**config.mk**
```make
export PLATFORM = sky130hd
export DESIGN_NAME = cdb_arbiter
export DESIGN_NICKNAME = d
export VERILOG_FILES = /design/src/rtl/cdb_arbiter.sv
export SDC_FILE = /design/constraint.sdc
export NUM_CORES = 1
export LEC_CHECK = 0
export CAP_MARGIN = 10
export CORE_ASPECT_RATIO = 1.2
export CORE_MARGIN = 1
export CORE_UTILIZATION = 36
export CTS_BUF_LIST = sky130_fd_sc_hd__clkbuf_8
export DETAILED_ROUTE_END_ITERATION = 7
export PLACE_DENSITY_LB_ADDON = 0.1
export SKIP_CTS_REPAIR_TIMING = 1
export SYNTH_ARGS = -nofsm -noshare
export SYNTH_HDL_FRONTEND = slang
export SYNTH_SLANG_ARGS = --single-unit
```
**constraint.sdc**
```tcl
create_clock -name clk -period 8.45 [get_ports clk]
set_clock_uncertainty 0.15 [all_clocks]
set_input_delay 1.2675 -clock clk [delete_from_list [all_inputs] [get_ports clk]]
set_output_delay 1.2675 -clock clk [all_outputs]
set_load 0.01 [all_outputs]
```
**src/rtl/cdb_arbiter.sv**
```systemverilog
`default_nettype none
// ============================================================================
//  Module      : cdb_arbiter
//  Description : Common-data-bus arbiter. Each functional unit owns a
//                one-entry holding slot; a round-robin grant picks at most one
//                pending slot per cycle and drives it onto the registered
//                broadcast port.
//  Revision    : 1.0  initial release
// ============================================================================
module cdb_arbiter #(
    parameter int DATA_WIDTH = 64,
    parameter int NUM_FU     = 4,
    parameter int RS_WIDTH   = 2
) (
    input  logic                           clk,
    input  logic                           rst,
    input  logic                           flush_i,
    input  logic [NUM_FU-1:0]              fu_valid_i,
    input  logic [NUM_FU*DATA_WIDTH-1:0]   fu_value_i,
    input  logic [NUM_FU*RS_WIDTH-1:0]     fu_rs_i,
    output logic [NUM_FU-1:0]              fu_ready_o,
    output logic                           bcast_valid_o,
    output logic [DATA_WIDTH-1:0]          bcast_value_o,
    output logic [RS_WIDTH-1:0]            bcast_rs_o
);

    localparam int c_PTR_W = $clog2(NUM_FU);
    localparam int c_IDX_W = c_PTR_W + 1;

    logic [NUM_FU-1:0]      r_pending;
    logic [DATA_WIDTH-1:0]  r_held_value [NUM_FU];
    logic [RS_WIDTH-1:0]    r_held_rs    [NUM_FU];
    logic [c_PTR_W-1:0]     r_rr_ptr;
    logic                   r_bcast_valid;
    logic [DATA_WIDTH-1:0]  r_bcast_value;
    logic [RS_WIDTH-1:0]    r_bcast_rs;

    logic                   w_grant_valid;
    logic [c_PTR_W-1:0]     w_grant_idx;
    logic [NUM_FU-1:0]      w_grant_oh;
    logic [c_IDX_W-1:0]     w_scan_idx;
    logic [NUM_FU-1:0]      w_ready;
    logic [NUM_FU-1:0]      w_accept;
    logic [c_PTR_W-1:0]     w_rr_next;

    // Round-robin search: first pending slot at or above rr_ptr, wrapping.
    always_comb begin
        w_grant_valid = 1'b0;
        w_grant_idx   = '0;
        w_grant_oh    = '0;
        w_scan_idx    = '0;
        for (int k = 0; k < NUM_FU; k++) begin
            w_scan_idx = {1'b0, r_rr_ptr} + c_IDX_W'(k);
            if (w_scan_idx >= c_IDX_W'(NUM_FU)) begin
                w_scan_idx = w_scan_idx - c_IDX_W'(NUM_FU);
            end
            if (!w_grant_valid && r_pending[w_scan_idx[c_PTR_W-1:0]]) begin
                w_grant_valid = 1'b1;
                w_grant_idx   = w_scan_idx[c_PTR_W-1:0];
            end
        end
        if (w_grant_valid) begin
            w_grant_oh[w_grant_idx] = 1'b1;
        end
    end

    // Pointer advances to the slot just after the winner, wrapping at NUM_FU.
    always_comb begin
        w_rr_next = r_rr_ptr;
        if (w_grant_idx == c_PTR_W'(NUM_FU - 1)) begin
            w_rr_next = '0;
        end else begin
            w_rr_next = w_grant_idx + c_PTR_W'(1);
        end
    end

    generate
        for (genvar i = 0; i < NUM_FU; i++) begin : g_slot
            // A slot being granted this cycle can be refilled on the same edge.
            assign w_ready[i]  = !rst && !flush_i && (!r_pending[i] || w_grant_oh[i]);
            assign w_accept[i] = fu_valid_i[i] && w_ready[i];

            // Holding-slot payload; only meaningful while pending, so no reset.
            always_ff @(posedge clk) begin
                if (w_accept[i]) begin
                    r_held_value[i] <= fu_value_i[i*DATA_WIDTH +: DATA_WIDTH];
                    r_held_rs[i]    <= fu_rs_i[i*RS_WIDTH +: RS_WIDTH];
                end
            end
        end
    endgenerate

    // Pending flags: accept sets, grant clears (accept wins on the same slot).
    always_ff @(posedge clk) begin
        if (rst || flush_i) begin
            r_pending <= '0;
        end else begin
            for (int i = 0; i < NUM_FU; i++) begin
                if (w_accept[i]) begin
                    r_pending[i] <= 1'b1;
                end else if (w_grant_oh[i]) begin
                    r_pending[i] <= 1'b0;
                end
            end
        end
    end

    // Registered broadcast port and round-robin pointer.
    always_ff @(posedge clk) begin
        if (rst) begin
            r_rr_ptr      <= '0;
            r_bcast_valid <= 1'b0;
            r_bcast_value <= '0;
            r_bcast_rs    <= '0;
        end else if (flush_i) begin
            r_bcast_valid <= 1'b0;
        end else if (w_grant_valid) begin
            r_bcast_valid <= 1'b1;
            r_bcast_value <= r_held_value[w_grant_idx];
            r_bcast_rs    <= r_held_rs[w_grant_idx];
            r_rr_ptr      <= w_rr_next;
        end else begin
            r_bcast_valid <= 1'b0;
        end
    end

    assign fu_ready_o    = w_ready;
    assign bcast_valid_o = r_bcast_valid;
    assign bcast_value_o = r_bcast_value;
    assign bcast_rs_o    = r_bcast_rs;

endmodule
`default_nettype wire

```
-- Word-level counts from Yosys, hierarchy flattened
Memories as Yosys holds them, arrays and structs flattened. A register that Yosys moved wholly into a read port is not among the register bits.
Index checks and enable logic that the tools add are counted.
- add/sub/neg operators: 8
- order comparisons: 10
- eq/ne operators: 1
- mux-type cells: 41
- bitwise logic cells: 1
- reductions and logical operators: 33
- operators by type and width (operator ; number):
    1-bit 2-to-1 mux ; 26
    2-bit 2-to-1 mux ; 9
    2-bit by 3-bit < comparator with 1-bit output, second input constant ; 5
    1-bit logical AND ; 13
    3-bit greater-or-equal comparator, second input constant ; 3
    1-bit zero test ; 9
    1-bit binary-select mux with 2-bit select ; 4
    2-bit nonzero test ; 4
    2-bit by 1-bit subtractor with 2-bit output, second input constant ; 4
    2-bit by 2-bit adder with 3-bit output, second input constant ; 2
    1-bit logical OR ; 5
    4-bit 2-to-1 mux ; 1
    2-bit by 1-bit adder with 3-bit output, second input constant ; 1
    2-bit by 3-bit greater-or-equal comparator with 1-bit output, second input constant ; 1
    2-bit by 1-bit adder with 2-bit output, second input constant ; 1
    1-bit demux with 2-bit select ; 1
    2-bit equality test, second input constant ; 1
    2-bit by 1-bit greater-or-equal comparator with 1-bit output, second input constant ; 1
    2-bit AND reduction ; 1
    2-bit OR reduction ; 1
    1-bit inverter ; 1
- bits in registers: 7
- memory bits (writable): 264
- input bits: 271
- output and inout port bits: 71
- logic and storage cells: 102
- memories kept: 2
- memory list (memory ; depth ; bits a word ; rd ports ; clocked after Yosys merged registers in ; wr ports ; RTL line ; text):
    r_held_value ; 4 ; 64 ; 1 ; 1 ; 4 ; 31 ; logic [DATA_WIDTH-1:0] r_held_value [NUM_FU];
    r_held_rs ; 4 ; 2 ; 1 ; 1 ; 4 ; 32 ; logic [RS_WIDTH-1:0] r_held_rs [NUM_FU];

-- Longest topological paths before layout
- depth in word-level cells: 24
- gate-level depth with buffers: 9
- mapped depth without buffers: 8

-- Worst setup path after synthesis
Ideal clock, no wire load.
- path type: input to register
- from: input rst
- to: memory r_held_rs[3][0], enable pin
- setup time: 0.431 ns
- data arrival time: 3.557 ns
- required time: 7.869 ns
- slack: 4.312 ns
- stages on the path: 4
- path buffers: 1
- path through: clkbuf_1 -> or2_2 -> nor2_1 -> and2_1
- RTL lines (element ; RTL line ; text):
    start: declaration ; 16 ; input logic rst,
    end: declaration ; 32 ;

-- Worst setup path after layout
- from: register r_pending[2]
- to: output fu_ready_o[2]
- longest elaborated chain between the ends: 19
- elaborated cells on any way between the ends: 31
- those cells by class: order compare (2); mux (19); reduce/logical (10)
- RTL lines (element ; RTL line ; text):
    start: declaration ; 30 ; logic [NUM_FU-1:0] r_pending;
    start signal: assignment ; 96 ; r_pending <= '0;
    start signal: indexed assignment ; 100 ; r_pending[i] <= 1'b1;
    start signal: indexed assignment ; 102 ; r_pending[i] <= 1'b0;
    1-bit binary-select mux with 2-bit select ; 57 ; if (!w_grant_valid && r_pending[w_scan_idx[c_PTR_W-1:0]]) begin
    1-bit 2-to-1 mux (not written as such) ; 57 ;
    1-bit 2-to-1 mux ; 57 ;
    1-bit zero test ; 57 ;
    1-bit logical AND ; 57 ;
    1-bit 2-to-1 mux ; 57 ;
    1-bit zero test ; 57 ;
    1-bit logical AND ; 57 ;
    [... 3 more ...] ; -- ;
    2-bit 2-to-1 mux ; 57 ;
    2-bit by 3-bit < comparator with 1-bit output (not written as such) or 2-bit by 1-bit greater-or-equal comparator with 1-bit output (tied branches) ; 63 ; w_grant_oh[w_grant_idx] = 1'b1;
    1-bit logical AND (not written as such) ; 63 ;
    1-bit 2-to-1 mux (not written as such) ; 63 ;
    1-bit demux with 2-bit select ; 63 ;
    4-bit 2-to-1 mux ; 62 ; if (w_grant_valid) begin
    1-bit logical OR * ; 80 ; assign w_ready[i] = !rst && !flush_i && (!r_pending[i] || w_grant_oh[i]);
    1-bit logical AND * ; 80 ;
    end: declaration ; 21 ; output logic [NUM_FU-1:0] fu_ready_o,
Mark *: on every way between the ends. The rest lies on a longest branch, timed or not. The select of a mux whose other input is x is not followed.

==> flow_summary.toml <==
[status]
status = "finished, final reports clean"

[power_and_ir_drop]
clkPwrFrac = 0.371
leakage_nw = 6.425
p_per_area_nw_per_um2 = 212.5
p_switching_mw = 0.8548
p_comb_frac = 0.118
ir_drop_mv = 0.09650
p_seq_frac = 0.510
intPower_mw = 2.855
p_sw_frac = 0.2304

[cells_and_area]
synthToLayoutAreaGrowth_pct = 39.34
nNetsFinal = 1325
drive_gt1_frac = 0.1257
design_area_um2 = 17460

[yosys]
seq_area_frac_synth = 0.7494
synth_area_um2 = 12530
synth_cells = 692
ys_ff_latch = 337
yosysUniqueCellTypes = 31
syn_area_per_cell_um2 = 18.11
yosys_warnings = 0
syn_nets = 964

[worst_hold_path]
min_delay_worst_endpoint = "bcast_value_o[29]"
min_from = "bcast_value_o[29]"
hold_depth = 2
min_path_type = "reg -> reg"

[timing]
worst_pin_slew_ns = 1.150
hold_violations = 0
maxSlewViolCount = 0
fin_crit_sh = 0.5813
fmaxAchievable_mhz = 203.6
finalSetupTns_ns = 0
fin_crit_ns = 4.912
slew_headroom = 0.2335
finalSetupViolations = 0
rsz0062_at_grt = "no"

[clock_tree]
clock-sinks = 337
clock-root-buffer = "clkbuf_8"
clock_latency_ns = 0.59
cts_inserted_buffers = 54
clk_pin_slew_ns = 0.06
ctsLongestPathBuffers = 3
cts_tree = "built"
cts_max_level = 2

[placement]
port-buffer-count = 341
placed_area_um2 = 16350
gp_congestion = 0.7320
place_hpwl_um = 20220

[setup_path]
crit_type = "reg -> out"
regToRegSetupSlack_ns = 4.61
r2r_end = "r_held_value[0][9]"
cp_max_fo = 134
cp.arrival_ns = 3.49
required_ns = 7.03
startpoint_type = "register"
reg2regPathDepth = 7
r2r-start = "r_pending[2]"
end_kind = "output port"

[drt]
drt-pass1-iter-count = 5
drtIter0Drc = 365
via_per_inst = 4.812
dr_total_vias = 7493
ant_nets = 0
drt-total-wl_um = 33480
drc_errors = 0
wl_per_cell_um = 21.50

[global_routing]
grt_antenna_before_repair = 6
grt_start_max_net_pins = 135
grt_util_all_layers = 0.1887
grt_overflow = 0
grt_pass1_wl_um = 48410
grt_pass1_vias = 8131

[die]
dieArea_um2 = 35560
die_w_um = 172.3
placementRows = 74
ioPinCount = 342
initial_core_util = 0.3667
core-area_um2 = 34170
die_y_um = 206.4

[job]
maxCapViolations = 0
stage by stage:
| step | setup WS (ns) | total power [mW] | hold WS, ns | instances | util |
|---|---|---|---|---|---|
| finish | 3.538 | 3.710 | 0.3837 | 1557 | 0.5110 |
| global route | 3.293 | 3.870 | 0.4192 | 1556 | 0.5110 |
| CTS | 3.440 | 3.766 | 0.3847 | 1554 | 0.5108 |
| detailed placement | 3.979 | 2.375 | 0.3759 | 1453 | 0.4786 |
| global placement | 3.996 | 2.371 | 0.3641 | 1453 | 0.4786 |
| floorplan | 4.312 | 2.123 | 0.3448 | 692 | - |
worst max-delay path, cell delays in order, from the launching register on:
cell,delay (ns)
dfxtp_1,0.41
or3b_1,0.42
o221ai_4,0.09
buf_12,0.76
inv_2,0.13
o21ai_1,0.31
and2_1,0.21
clkdlybuf4s50_1,0.54
registers in the layout (all words and copies together) (netlist names):
| name | cells |
|---|---|
| bcast_value_o | 64 |
| r_held_rs | 8 |
| r_held_value | 256 |
| bcast_rs_o | 2 |
| bcast_valid_o | 1 |
| r_pending | 4 |
| r_rr_ptr | 2 |
kinds of logic (layout without fill, tap and decap cells):
kind of cell | Yosys count | count (layout) | share of synthesized area
muxes | 133 | 133 | 0.1063
buffers and inverters | 50 | 456 | 0.02437
other | 0 | 3 | 0
AOI/OAI and AO/OA | 145 | 145 | 0.1080
DFF | 337 | 337 | 0.7494
adders and majority gates | 1 | 1 | 0.0009984
and+or+nand+nor | 26 | 26 | 0.01099
Yosys cell counts, drive strengths merged:
master | number | area share
clkbuf | 14 | 0.0042
o21ai | 3 | 0.0012
nor2 | 8 | 0.0024
and2 | 4 | 0.0020
a311oi | 1 | 0.00070
and3 | 3 | 0.0015
dfxtp | 73 | 0.12
o2bb2ai | 66 | 0.046
or2 | 3 | 0.0015
ha | 1 | 0.0010
edfxtp | 264 | 0.63
nand2b | 1 | 0.00050
o221ai | 1 | 0.00070
nor4 | 1 | 0.00050
o21a | 1 | 0.00060
mux2i | 133 | 0.11
nor2b | 2 | 0.0010
a21boi | 1 | 0.00060
inv | 6 | 0.0018
a21oi | 5 | 0.0020
or3b | 1 | 0.00070
nand2 | 3 | 0.00090
buf | 30 | 0.018
a211oi | 67 | 0.056
layout by cell type (no fill, tap or decap), types with 2 or more instances in the layout:
cell             synthesis  final
nor2_4                   0      2
a211oi_2                40     40
and3_4                   0      3
o2bb2ai_1               66     66
o21ai_1                  2      2
nor2b_1                  2      2
clkbuf_8                 0     71
nand2_1                  3      3
buf_4                    4      8
clkinv_1                 0      3
nor2_1                   8      6
a211oi_1                27     27
and2_1                   4      3
clkinv_2                 0      5
mux2i_1                133    133
clkdlybuf4s50_1          0    340
diode_2                  0      3
or2_2                    3      3
dfxtp_1                 73     73
inv_1                    5     26
edfxtp_1               264    264
a21oi_1                  5      5
how the worst max path moves through the flow:
| stage | start | end | slack [ns] |
|---|---|---|---|
| 2_1_floorplan | rst | r_held_rs[3][0] | 4.31 |
| 3_3_place_gp | flush_i | fu_ready_o[3] | 4.00 |
| 3_5_place_dp | flush_i | fu_ready_o[3] | 3.98 |
| 4_1_cts | r_pending[2] | fu_ready_o[3] | 3.44 |
| 5_1_grt | r_pending[2] | fu_ready_o[3] | 3.29 |
| 6_report | r_pending[2] | fu_ready_o[2] | 3.54 |
power groups by stage:
stage / clock (mW) / combinational [mW] / sequential (mW)
2_1_floorplan: 0 / 0.184 / 1.94
3_3_place_gp: 0 / 0.444 / 1.93
3_5_place_dp: 0 / 0.446 / 1.93
4_1_cts: 1.42 / 0.447 / 1.89
5_1_grt: 1.50 / 0.471 / 1.90
6_report: 1.38 / 0.438 / 1.89
layer usage:
layer | track usage | up-vias | routed length (um)
li1 | - | 3496 | -
met1 | 0.2178 | 3652 | 13340
met4 | 0.06479 | 6 | 820
met5 | 0 | - | 46
met3 | 0.06109 | 66 | 2564
met2 | 0.3263 | 273 | 16710
area by class of cell:
class / instances / area [um2]
clock buffers: 71 / 977.2
clock inverters: 30 / 122.6
repair buffers: 349 / 3483
fillers: 2884 / 16710
multi-input cells: 305 / 2887
well taps: 456 / 570.5
inverters: 6 / 22.52
flip-flops and latches: 337 / 9389
diodes: 3 / 7.507
No activity file was read; power rests on OpenSTA's default activity.
